--- config.mk ---
export PLATFORM = sky130hd
export DESIGN_NAME = fir_mm_responder
export DESIGN_NICKNAME = d
export VERILOG_FILES = /design/src/rtl/fir_mm_pkg.sv /design/src/rtl/fir_mm_fifo.sv /design/src/rtl/fir_mm_responder.sv
export SDC_FILE = /design/constraint.sdc
export NUM_CORES = 1
export LEC_CHECK = 0
export CAP_MARGIN = 20
export CORE_MARGIN = 8
export CORE_UTILIZATION = 63
export DETAILED_ROUTE_END_ITERATION = 6
export PLACE_DENSITY = 0.84
export SETUP_SLACK_MARGIN = 0.1
export SLEW_MARGIN = 25
export SYNTH_ARGS = -nofsm -noshare
export SYNTH_HDL_FRONTEND = slang
export SYNTH_SLANG_ARGS = --single-unit
--- constraint.sdc ---
create_clock -name clk_clk -period 7.7 [get_ports clk_clk]
set_input_delay 1.155 -clock clk_clk [delete_from_list [all_inputs] [get_ports clk_clk]]
set_output_delay 1.155 -clock clk_clk [all_outputs]
set_load 0.05 [all_outputs]
--- src/rtl/fir_mm_pkg.sv ---
// rtl/fir_mm_pkg.sv - register map, CTRL/STATUS bit positions and decode helpers for fir_mm_responder
package fir_mm_pkg;

    localparam logic [7:0] REG_CTRL       = 8'h00;
    localparam logic [7:0] REG_STATUS     = 8'h01;
    localparam logic [7:0] REG_SAMPLE_IN  = 8'h02;
    localparam logic [7:0] REG_SAMPLE_OUT = 8'h03;
    localparam logic [7:0] REG_COEF_BASE  = 8'h40;

    localparam int CTRL_ENABLE = 0;
    localparam int CTRL_CLEAR  = 1;
    localparam int CTRL_IRQ_EN = 2;

    localparam int ST_IN_LEVEL  = 0;
    localparam int ST_OUT_LEVEL = 8;
    localparam int ST_IN_FULL   = 16;
    localparam int ST_OUT_EMPTY = 17;
    localparam int ST_OVERFLOW  = 18;
    localparam int ST_UNDERFLOW = 19;

    typedef enum logic [2:0] {
        SEL_NONE,
        SEL_CTRL,
        SEL_STATUS,
        SEL_SAMPLE_IN,
        SEL_SAMPLE_OUT,
        SEL_COEF
    } reg_sel_e;

    // byte lanes that must be enabled for a write to carry a full sample
    function automatic logic [3:0] lane_mask(input int width);
        return 4'((1 << ((width + 7) / 8)) - 1);
    endfunction

endpackage

--- src/rtl/fir_mm_fifo.sv ---
// rtl/fir_mm_fifo.sv - show-ahead sample FIFO with wrap-bit pointers and synchronous clear
module fir_mm_fifo #(
    parameter int DATA_W     = 16,
    parameter int FIFO_DEPTH = 16
) (
    input  logic                          clk,
    input  logic                          reset,
    input  logic                          clear,
    input  logic                          push,
    input  logic [DATA_W-1:0]             push_data,
    input  logic                          pop,
    output logic [DATA_W-1:0]             pop_data,
    output logic                          full,
    output logic                          empty,
    output logic [$clog2(FIFO_DEPTH):0]   level
);

    localparam int AW    = $clog2(FIFO_DEPTH);
    localparam int LVL_W = AW + 1;

    logic [DATA_W-1:0] mem [FIFO_DEPTH];
    logic [AW:0]       wptr;
    logic [AW:0]       rptr;
    logic              do_push;
    logic              do_pop;

    assign level    = wptr - rptr;
    assign full     = (level == LVL_W'(FIFO_DEPTH));
    assign empty    = (level == '0);
    assign pop_data = mem[rptr[AW-1:0]];

    // a pop in the same cycle frees the slot, so a full FIFO still takes the push
    assign do_pop  = pop & ~empty;
    assign do_push = push & (~full | do_pop);

    always_ff @(posedge clk) begin
        if (reset || clear) begin
            wptr <= '0;
            rptr <= '0;
        end else begin
            if (do_push) wptr <= wptr + 1'b1;
            if (do_pop)  rptr <= rptr + 1'b1;
        end
    end

    always_ff @(posedge clk) begin
        if (do_push) mem[wptr[AW-1:0]] <= push_data;
    end

endmodule

--- src/rtl/fir_mm_responder.sv ---
// rtl/fir_mm_responder.sv - Avalon-MM register front end for an FIR core; optional irq via FIR_MM_RESPONDER_IRQ_EN
import fir_mm_pkg::*;

module fir_mm_responder #(
    parameter int DATA_W     = 16,
    parameter int FIFO_DEPTH = 16,
    parameter int COEF_N     = 64
) (
    input  logic                                        clk_clk,
    input  logic                                        reset_reset,
    input  logic [9:0]                                  avs_address,
    input  logic                                        avs_read,
    input  logic                                        avs_write,
    input  logic [31:0]                                 avs_writedata,
    input  logic [3:0]                                  avs_byteenable,
    input  logic                                        avs_burstcount,
    input  logic                                        avs_debugaccess,
    output logic                                        avs_waitrequest,
    output logic [31:0]                                 avs_readdata,
    output logic                                        avs_readdatavalid,
    output logic [DATA_W-1:0]                           tx_data,
    output logic                                        tx_valid,
    input  logic                                        tx_ready,
    input  logic [DATA_W-1:0]                           rx_data,
    input  logic                                        rx_valid,
    output logic                                        coef_we,
    output logic [((COEF_N > 1) ? $clog2(COEF_N) : 1)-1:0] coef_addr,
    output logic [DATA_W-1:0]                           coef_data
`ifdef FIR_MM_RESPONDER_IRQ_EN
    ,
    output logic                                        irq
`endif
);

    localparam int         CA_W      = (COEF_N > 1) ? $clog2(COEF_N) : 1;
    localparam int         LVL_W     = $clog2(FIFO_DEPTH) + 1;
    localparam logic [3:0] LANE_MASK = lane_mask(DATA_W);

    logic [7:0]        word;
    logic [7:0]        coef_idx;
    reg_sel_e          sel;
    logic              wr_accept;
    logic              rd_accept;
    logic              lanes_ok;
    logic              ctrl_wr;
    logic              coef_wr;
    logic              in_push;
    logic              rd_status;
    logic              rd_sample_out;
    logic              ovf_event;
    logic              unf_event;

    logic              enable;
    logic              clear_pulse;
    logic              irq_bit;
    logic              overflow;
    logic              underflow;

    logic              in_full, in_empty, out_full, out_empty;
    logic [LVL_W-1:0]  in_level, out_level;
    logic [DATA_W-1:0] out_data;

    logic [31:0]       status;
    logic [31:0]       rd_mux;
    logic              rd_valid1;
    logic [31:0]       rd_data1;

    logic              unused_ok;
    assign unused_ok = &{1'b0, avs_address[1:0], avs_burstcount, avs_debugaccess,
                         avs_writedata, avs_byteenable, coef_idx};

    assign word = avs_address[9:2];

    always_comb begin
        sel      = SEL_NONE;
        coef_idx = word - REG_COEF_BASE;
        case (word)
            REG_CTRL:       sel = SEL_CTRL;
            REG_STATUS:     sel = SEL_STATUS;
            REG_SAMPLE_IN:  sel = SEL_SAMPLE_IN;
            REG_SAMPLE_OUT: sel = SEL_SAMPLE_OUT;
            default: begin
                if (word >= REG_COEF_BASE && coef_idx < 8'(COEF_N)) sel = SEL_COEF;
            end
        endcase
    end

    // only a sample push into a full input FIFO stalls the bus
    assign avs_waitrequest = avs_write & (word == REG_SAMPLE_IN) & in_full;

    assign wr_accept     = avs_write & ~avs_waitrequest;
    assign rd_accept     = avs_read & ~avs_waitrequest;
    assign lanes_ok      = (avs_byteenable & LANE_MASK) == LANE_MASK;
    assign ctrl_wr       = wr_accept & (sel == SEL_CTRL) & avs_byteenable[0];
    assign coef_wr       = wr_accept & (sel == SEL_COEF) & lanes_ok;
    assign in_push       = wr_accept & (sel == SEL_SAMPLE_IN) & lanes_ok;
    assign rd_status     = rd_accept & (sel == SEL_STATUS);
    assign rd_sample_out = rd_accept & (sel == SEL_SAMPLE_OUT);
    assign ovf_event     = rx_valid & out_full & ~rd_sample_out;
    assign unf_event     = rd_sample_out & out_empty;

    assign tx_valid = enable & ~in_empty;

    fir_mm_fifo #(.DATA_W(DATA_W), .FIFO_DEPTH(FIFO_DEPTH)) u_in_fifo (
        .clk       (clk_clk),
        .reset     (reset_reset),
        .clear     (clear_pulse),
        .push      (in_push),
        .push_data (avs_writedata[DATA_W-1:0]),
        .pop       (tx_valid & tx_ready),
        .pop_data  (tx_data),
        .full      (in_full),
        .empty     (in_empty),
        .level     (in_level)
    );

    fir_mm_fifo #(.DATA_W(DATA_W), .FIFO_DEPTH(FIFO_DEPTH)) u_out_fifo (
        .clk       (clk_clk),
        .reset     (reset_reset),
        .clear     (clear_pulse),
        .push      (rx_valid),
        .push_data (rx_data),
        .pop       (rd_sample_out),
        .pop_data  (out_data),
        .full      (out_full),
        .empty     (out_empty),
        .level     (out_level)
    );

`ifdef FIR_MM_RESPONDER_IRQ_EN
    logic irq_en;
    assign irq_bit = irq_en;

    always_ff @(posedge clk_clk) begin
        if (reset_reset)  irq_en <= 1'b0;
        else if (ctrl_wr) irq_en <= avs_writedata[CTRL_IRQ_EN];
    end

    always_ff @(posedge clk_clk) begin
        if (reset_reset) irq <= 1'b0;
        else             irq <= irq_en & ((out_level != '0) | overflow);
    end
`else
    assign irq_bit = 1'b0;
`endif

    always_comb begin
        status                       = '0;
        status[ST_IN_LEVEL +: 8]     = 8'(in_level);
        status[ST_OUT_LEVEL +: 8]    = 8'(out_level);
        status[ST_IN_FULL]           = in_full;
        status[ST_OUT_EMPTY]         = out_empty;
        status[ST_OVERFLOW]          = overflow;
        status[ST_UNDERFLOW]         = underflow;
    end

    // clear is a write-only strobe, so it always reads back as 0
    always_comb begin
        rd_mux = '0;
        case (sel)
            SEL_CTRL: begin
                rd_mux[CTRL_ENABLE] = enable;
                rd_mux[CTRL_IRQ_EN] = irq_bit;
            end
            SEL_STATUS:     rd_mux = status;
            SEL_SAMPLE_OUT: rd_mux = out_empty ? 32'h0 : 32'($signed(out_data));
            default:        rd_mux = '0;
        endcase
    end

    always_ff @(posedge clk_clk) begin
        if (reset_reset) begin
            enable            <= 1'b0;
            clear_pulse       <= 1'b0;
            overflow          <= 1'b0;
            underflow         <= 1'b0;
            coef_we           <= 1'b0;
            coef_addr         <= '0;
            coef_data         <= '0;
            rd_valid1         <= 1'b0;
            rd_data1          <= '0;
            avs_readdatavalid <= 1'b0;
            avs_readdata      <= '0;
        end else begin
            clear_pulse <= 1'b0;
            coef_we     <= 1'b0;
            if (ctrl_wr) begin
                enable      <= avs_writedata[CTRL_ENABLE];
                clear_pulse <= avs_writedata[CTRL_CLEAR];
            end
            if (coef_wr) begin
                coef_we   <= 1'b1;
                coef_addr <= coef_idx[CA_W-1:0];
                coef_data <= avs_writedata[DATA_W-1:0];
            end

            rd_valid1         <= rd_accept;
            rd_data1          <= rd_accept ? rd_mux : 32'h0;
            avs_readdatavalid <= rd_valid1;
            avs_readdata      <= rd_data1;

            // events in the cycle of a STATUS read were not captured, so they win over its clear
            if (clear_pulse) begin
                overflow  <= 1'b0;
                underflow <= 1'b0;
            end else begin
                if (rd_status) begin
                    overflow  <= 1'b0;
                    underflow <= 1'b0;
                end
                if (ovf_event) overflow  <= 1'b1;
                if (unf_event) underflow <= 1'b1;
            end
        end
    end

endmodule

Yosys cells after proc, flatten, opt, wreduce, memory -nomap -nowiden --
Memory sizes are Yosys's and may differ from the RTL's. A register that Yosys moved wholly into a read port is not among the register bits. Index checks and enable logic that the tools add are counted.
Cells by class: eq/ne operators 11, shift operators 0, bitwise logic cells 31, reductions and logical operators 10, add/subtract/negate cells 7, divide/modulo/power cells 0, multiplexer cells 19, $lt $le $gt $ge 2, $mul 0
Operators by type and width (number):
- one-hot mux 29 bit (2 select lines) | 1
- 2-to-1 mux 32 bit | 1
- bitwise AND 1 bit | 21
- adder 5 x 1 -> 5 bit, second input constant | 4
- equality test 8 x 2 -> 1 bit, second input constant | 2
- 2-to-1 mux 4 bit | 4
- one-hot mux 3 bit (4 select lines) | 1
- equality test 5 bit, second input constant | 2
- logical NOT 5 bit | 2
- subtractor 5 bit | 2
- equality test 8 x 1 -> 1 bit, second input constant | 1
- greater-or-equal comparator 8 x 7 -> 1 bit, second input constant | 1
- logical NOT 8 bit | 1
- less-than comparator 8 x 7 -> 1 bit, second input constant | 1
- 2-to-1 mux 1 bit | 8
- NOT 1 bit | 8
- subtractor 8 x 7 -> 8 bit, second input constant | 1
- equality test 3 x 2 -> 1 bit, second input constant | 2
- equality test 3 bit, second input constant | 2
- OR reduction 2 bit | 3
- one-hot mux 1 bit (2 select lines) | 2
- nonzero test 2 bit | 2
- equality test 3 x 1 -> 1 bit, second input constant | 1
- 2-to-1 mux 3 bit | 1
- other kinds (5) | 6
Storage, ports and cells: memory bits (read-only) 0, output and inout port bits 74, RAM bits 512, memories 2, register bits after elaboration 113, bits in latches 0
Memory list:
- u_in_fifo.mem | words 16, width 16, read ports 1, clocked after memory_dff 1, wr ports 1, line fir_mm_fifo.sv:21 | logic [DATA_W-1:0] mem [FIFO_DEPTH];
- u_out_fifo.mem | words 16, width 16, read ports 1, clocked after memory_dff 1, wr ports 1, line fir_mm_fifo.sv:21

Logic depth before layout (Yosys ltp) --
depth in word-level cells 12, mapped depth 11, gate-level depth less buffers 10

By module --
A second synthesis with hierarchy kept.
Unflattened totals: cell total of the unflattened synthesis 1214, area total of the unflattened synthesis 23670.2 um^2
Modules (own cells, without submodules):
- fir_mm_fifo at u_in_fifo | cells each 468, sequential area each 7967.6 um^2, area an instance 10538.9 um^2, times used 1
- fir_mm_fifo at u_out_fifo | cells each 467, sequential area each 7967.6 um^2, area an instance 10533.9 um^2, times used 1
- fir_mm_responder | cells each 279, sequential area each 1381.3 um^2, area an instance 2597.5 um^2, times used 1

Worst setup path after synthesis --
OpenSTA, ideal clock, no wires.
path type input-to-reg, start point input avs_address[5], end point memory u_out_fifo.mem[11][0], enable pin, buffers on the path 1, path slack 3.250 ns, data arrival time 4.019 ns, stages on the path 6, data required time 7.270 ns, library setup time 0.430 ns, path through or4_4 > nor4_2 > nor3_1 > a21bo_1 > buf_2 > nor4_1
Between the ends: longest elaborated chain between the ends 12, elaborated cells on any way between the ends 21, those cells by class add/sub: 1; order compare: 2; eq/ne: 4; mux: 4; bitwise: 8; reduce/logical: 2
RTL lines:
- start, declared | line fir_mm_responder.sv:11 | input logic [9:0] avs_address,
- subtractor 8 x 7 -> 8 bit | line fir_mm_responder.sv:76 | coef_idx = word - REG_COEF_BASE;
- less-than comparator 8 x 7 -> 1 bit | line fir_mm_responder.sv:83 | if (word >= REG_COEF_BASE && coef_idx < 8'(COEF_N)) sel = SEL_COEF;
- logical AND 1 bit | line fir_mm_responder.sv:83
- 2-to-1 mux 3 bit | line fir_mm_responder.sv:83
- one-hot mux 3 bit (4 select lines) | line fir_mm_responder.sv:77 | case (word)
- equality test 3 bit | line fir_mm_responder.sv:98 | assign rd_sample_out = rd_accept & (sel == SEL_SAMPLE_OUT);
- bitwise AND 1 bit * | line fir_mm_responder.sv:98
- bitwise AND 1 bit * | line fir_mm_fifo.sv:33 | assign do_pop = pop & ~empty;
- OR 1 bit * | line fir_mm_fifo.sv:34 | assign do_push = push & (~full | do_pop);
- bitwise AND 1 bit * | line fir_mm_fifo.sv:34
- 2-to-1 mux 1 bit * | line fir_mm_fifo.sv:47 | if (do_push) mem[wptr[AW-1:0]] <= push_data;
- 2-to-1 mux 1 bit (not written as such) * | line fir_mm_fifo.sv:47
- end, declared | line fir_mm_fifo.sv:21
Every way passes the cells marked *; elsewhere a longest branch is shown, timed or not.

Worst setup path after layout --
start point register u_in_fifo.wptr[0], end point output tx_valid
Between the ends: longest elaborated chain between the ends 4
RTL lines:
- start, declared | line fir_mm_fifo.sv:22 | logic [AW:0] wptr;
- start signal, assigned | line fir_mm_fifo.sv:41 | if (do_push) wptr <= wptr + 1'b1;
- subtractor 5 bit | line fir_mm_fifo.sv:27 | assign level = wptr - rptr;
- logical NOT 5 bit | line fir_mm_fifo.sv:29 | assign empty = (level == '0);
- NOT 1 bit | line fir_mm_responder.sv:102 | assign tx_valid = enable & ~in_empty;
- bitwise AND 1 bit | line fir_mm_responder.sv:102
- end, declared | line fir_mm_responder.sv:22 | output logic tx_valid,
No other way between the ends.

==> reports/qor.yml <==
fillers: 1988
start_util: 0.638
p_per_area_nw_per_um2: 243
seqCellArea_um2: 17300
synth-main-ff-cell: "edfxtp_1"
ys_seq_area_frac: 0.741
root_buffer: "clkbuf_16"
antenna_found_initial: 3
grt_usage: 0.250
setup.worst_path.start_class: "flop"
min_period_ns: 5.47
multiInputGateArea_um2: 5700
core_um2: 36600
peakVddDrop_mv: 0.213
finalInstanceArea_um2: 27000
rrSetupSlack_ns: 3.30
post_cts.repair.setup_buffers: 0
antenna_left: 0
rsz0062_at_grt: "false"
syn_avg_cell_area_um2: 19.6
crit_fanout: 11
hold_viol_final: 0
die-height_um: 209
fmax_ghz: 0.183
drt-vias-per-instance: 6.51
reg2regPathDepth: 10
drt_wl_total_mm: 54.5
syn-num-nets: 1280
rows: 70
setup_viol: 0
grt_max_degree: 64
cp-endpoint: "tx_valid"
path_clk_slew_ns: 0.06
fin_tns_setup_ns: 0
vias: 12000
worstPathRequired_ns: 6.55
cts_tree: "yes"
min_period_over_period: 0.710
synthesis.area_um2: 23400
setup_slack_ns: 2.23
grt-ovfl-total: 0
grt_pass1_vias: 12500
async_reset_ff_frac: 0
nets: 1409
status: "finished clean"
place_ws_ns: 2.88
regToRegEndpoint: "u_in_fifo.mem[7][4]$_DFFE_PP_"
ioPinCount: 144
dpl-instance-area_um2: 25000
place.gp.congestion: 0.811
critPathArrivalTime_ns: 4.31
drtPass1Iterations: 5
p_leak_nw: 8.51
synth-edff-count: 512
timing.rr.start: "u_in_fifo.wptr[0]$_SDFFE_PP0P_"
drc: 0
hold_buffers: 0
die_area_um2: 43500
worstSetupEndpointType: "output port"
worst_pin_slew_ns: 1.12
clock_path_buffers: 3
cts_made_buffers: 57
synth_seq_cells: 609
ys_types: 53
grt_pass1_wl_mm: 79.8
maxSlewViolCount: 0
hold_class: "reg -> reg"
htreeDepth: 2
clkLatencyLatePin_ns: 0.60
cp-startpoint: "u_in_fifo.wptr[0]$_SDFFE_PP0P_"
dp_hpwl_mm: 29.7
portBuffers: 121
die_w_um: 209
first_iter_violations: 1155
post_cts_resized: 0
wl_per_cell_um: 29.6
worstSetupPathType: "reg -> out"
area_delta_synth_final_pct: 15.4
final_layout_size_suffix_gt1_frac: 0.220
clkSinkCount: 609
skew_ns: 0.0135
synthCells: 1190
maxSlewHeadroom: 0.250
yosys_warnings: 0
max-cap-violations: 0
-- worst min path at each step --
stage / end / startpoint / cells after the start
2_1_floorplan: avs_readdata[0]$_SDFF_PP0_ / rd_data1[0]$_SDFF_PP0_ / 1
3_3_place_gp: avs_readdatavalid$_SDFF_PP0_ / rd_valid1$_SDFF_PP0_ / 1
3_5_place_dp: avs_readdata[0]$_SDFF_PP0_ / rd_data1[0]$_SDFF_PP0_ / 1
4_1_cts: avs_readdata[0]$_SDFF_PP0_ / rd_data1[0]$_SDFF_PP0_ / 1
5_1_grt: avs_readdata[9]$_SDFF_PP0_ / rd_data1[9]$_SDFF_PP0_ / 1
6_report: avs_readdata[16]$_SDFF_PP0_ / rd_data1[16]$_SDFF_PP0_ / 1
-- Yosys cell counts (2+ instances only) --
cell,n,share of area
a211oi_1,4,0.0013
a21boi_1,3,0.00096
a21o_1,6,0.0019
a21oi_1,45,0.0096
a32o_1,3,0.0013
and2_1,3,0.00080
and3_1,28,0.0075
and4_1,2,0.00075
buf_1,13,0.0021
buf_2,10,0.0021
buf_4,12,0.0039
clkbuf_1,33,0.0053
dfxtp_1,97,0.083
edfxtp_1,512,0.66
fa_1,2,0.0017
ha_1,18,0.0096
inv_1,26,0.0042
mux2i_1,6,0.0026
mux4_2,157,0.15
nand2_1,64,0.010
nand3_1,12,0.0026
nand3b_1,2,0.00064
nand4_1,3,0.00080
nor2_1,16,0.0026
nor2b_1,33,0.0088
nor3_1,6,0.0013
nor3b_1,2,0.00064
nor4_1,5,0.0013
o211ai_1,3,0.00096
o21ai_0,7,0.0015
o21ai_1,3,0.00064
o22ai_1,6,0.0016
o31ai_1,6,0.0019
or2_2,3,0.00080
or3_1,8,0.0021
or4_1,6,0.0019
xnor2_1,6,0.0022
xor2_1,4,0.0015
-- critical path: stages (launching register included) --
cell and delay, ns:
dfxtp_1 0.35, inv_1 0.14, ha_1 0.18, inv_1 0.05, fa_1 0.39, xnor2_1 0.32, nor3b_1 0.28, or4b_1 0.52
a21boi_1 0.62, nor2b_1 0.13, clkdlybuf4s50_1 0.73
-- flip-flops by register name, summed over array words and instances, names as in the netlist, 5 cells and up, named ones only --
signal	count
coef_data	16
u_out_fifo.wptr	5
avs_readdata	20
u_in_fifo.mem	256
u_in_fifo.wptr	5
coef_addr	6
u_out_fifo.mem	256
u_in_fifo.rptr	5
u_out_fifo.rptr	5
rd_data1	20
-- per-layer routing --
metal | share of wire | vias to the layer above | track usage
li1 | - | 5038 | -
met5 | 0.00050 | - | 0
met2 | 0.54 | 653 | 0.452
met4 | 0.043 | 4 | 0.113
met3 | 0.073 | 157 | 0.0519
met1 | 0.34 | 6107 | 0.284
-- area by class of cell --
cell class	count	area share
Tap cell	468	0.0217
Inverter	26	0.00362
Clock inverter	29	0.0103
Antenna cell	2	0.000186
Timing Repair Buffer	139	0.0506
Clock buffer	79	0.0598
Multi-Input combinational cell	486	0.211
Sequential cell	609	0.643
-- per-stage QoR --
step	hold WS, ns	utilization	cells	total power [mW]
floorplan	0.414	-	1190	3.72
global placement	0.425	0.682	1724	3.79
detailed placement	0.425	0.683	1727	3.80
CTS	0.440	0.735	1835	6.59
global route	0.453	0.737	1837	6.72
finish	0.438	0.737	1838	6.56
-- cell usage in the layout, fill, tap and decap left out, types with 16 or more instances in the layout --
cell type        count
clkbuf_16           59
and3_2              18
inv_1               26
nand2_1             64
nor2_1              16
ha_1                18
a21oi_1             45
clkdlybuf4s50_1    120
dfxtp_1             93
nor2b_1             33
edfxtp_1           512
mux4_2             157
-- where the power goes --
part | total [mW] | switching (mW) | internal, mW | leakage, nW
registers | 3.59 | 0.00695 | 3.59 | 5.40
clock network | 2.83 | 1.20 | 1.63 | 0.919
logic | 0.144 | 0.0950 | 0.0489 | 2.19
-- kinds of logic (layout without fill, tap and decap cells) --
group                    after synthesis  after routing  synth area share
buffers and inverters                 95            273            0.0181
AND/OR/NAND/NOR                      200            200            0.0469
adder cells (fa/ha/maj)               20             20            0.0114
XOR/XNOR                              10             10           0.00375
other                                  0              2                 0
multiplexers                         164            164             0.154
flip-flops                           609            609             0.741
AO/OA/AOI/OAI                         92             92            0.0242
No activity file was read; power rests on OpenSTA's default activity.
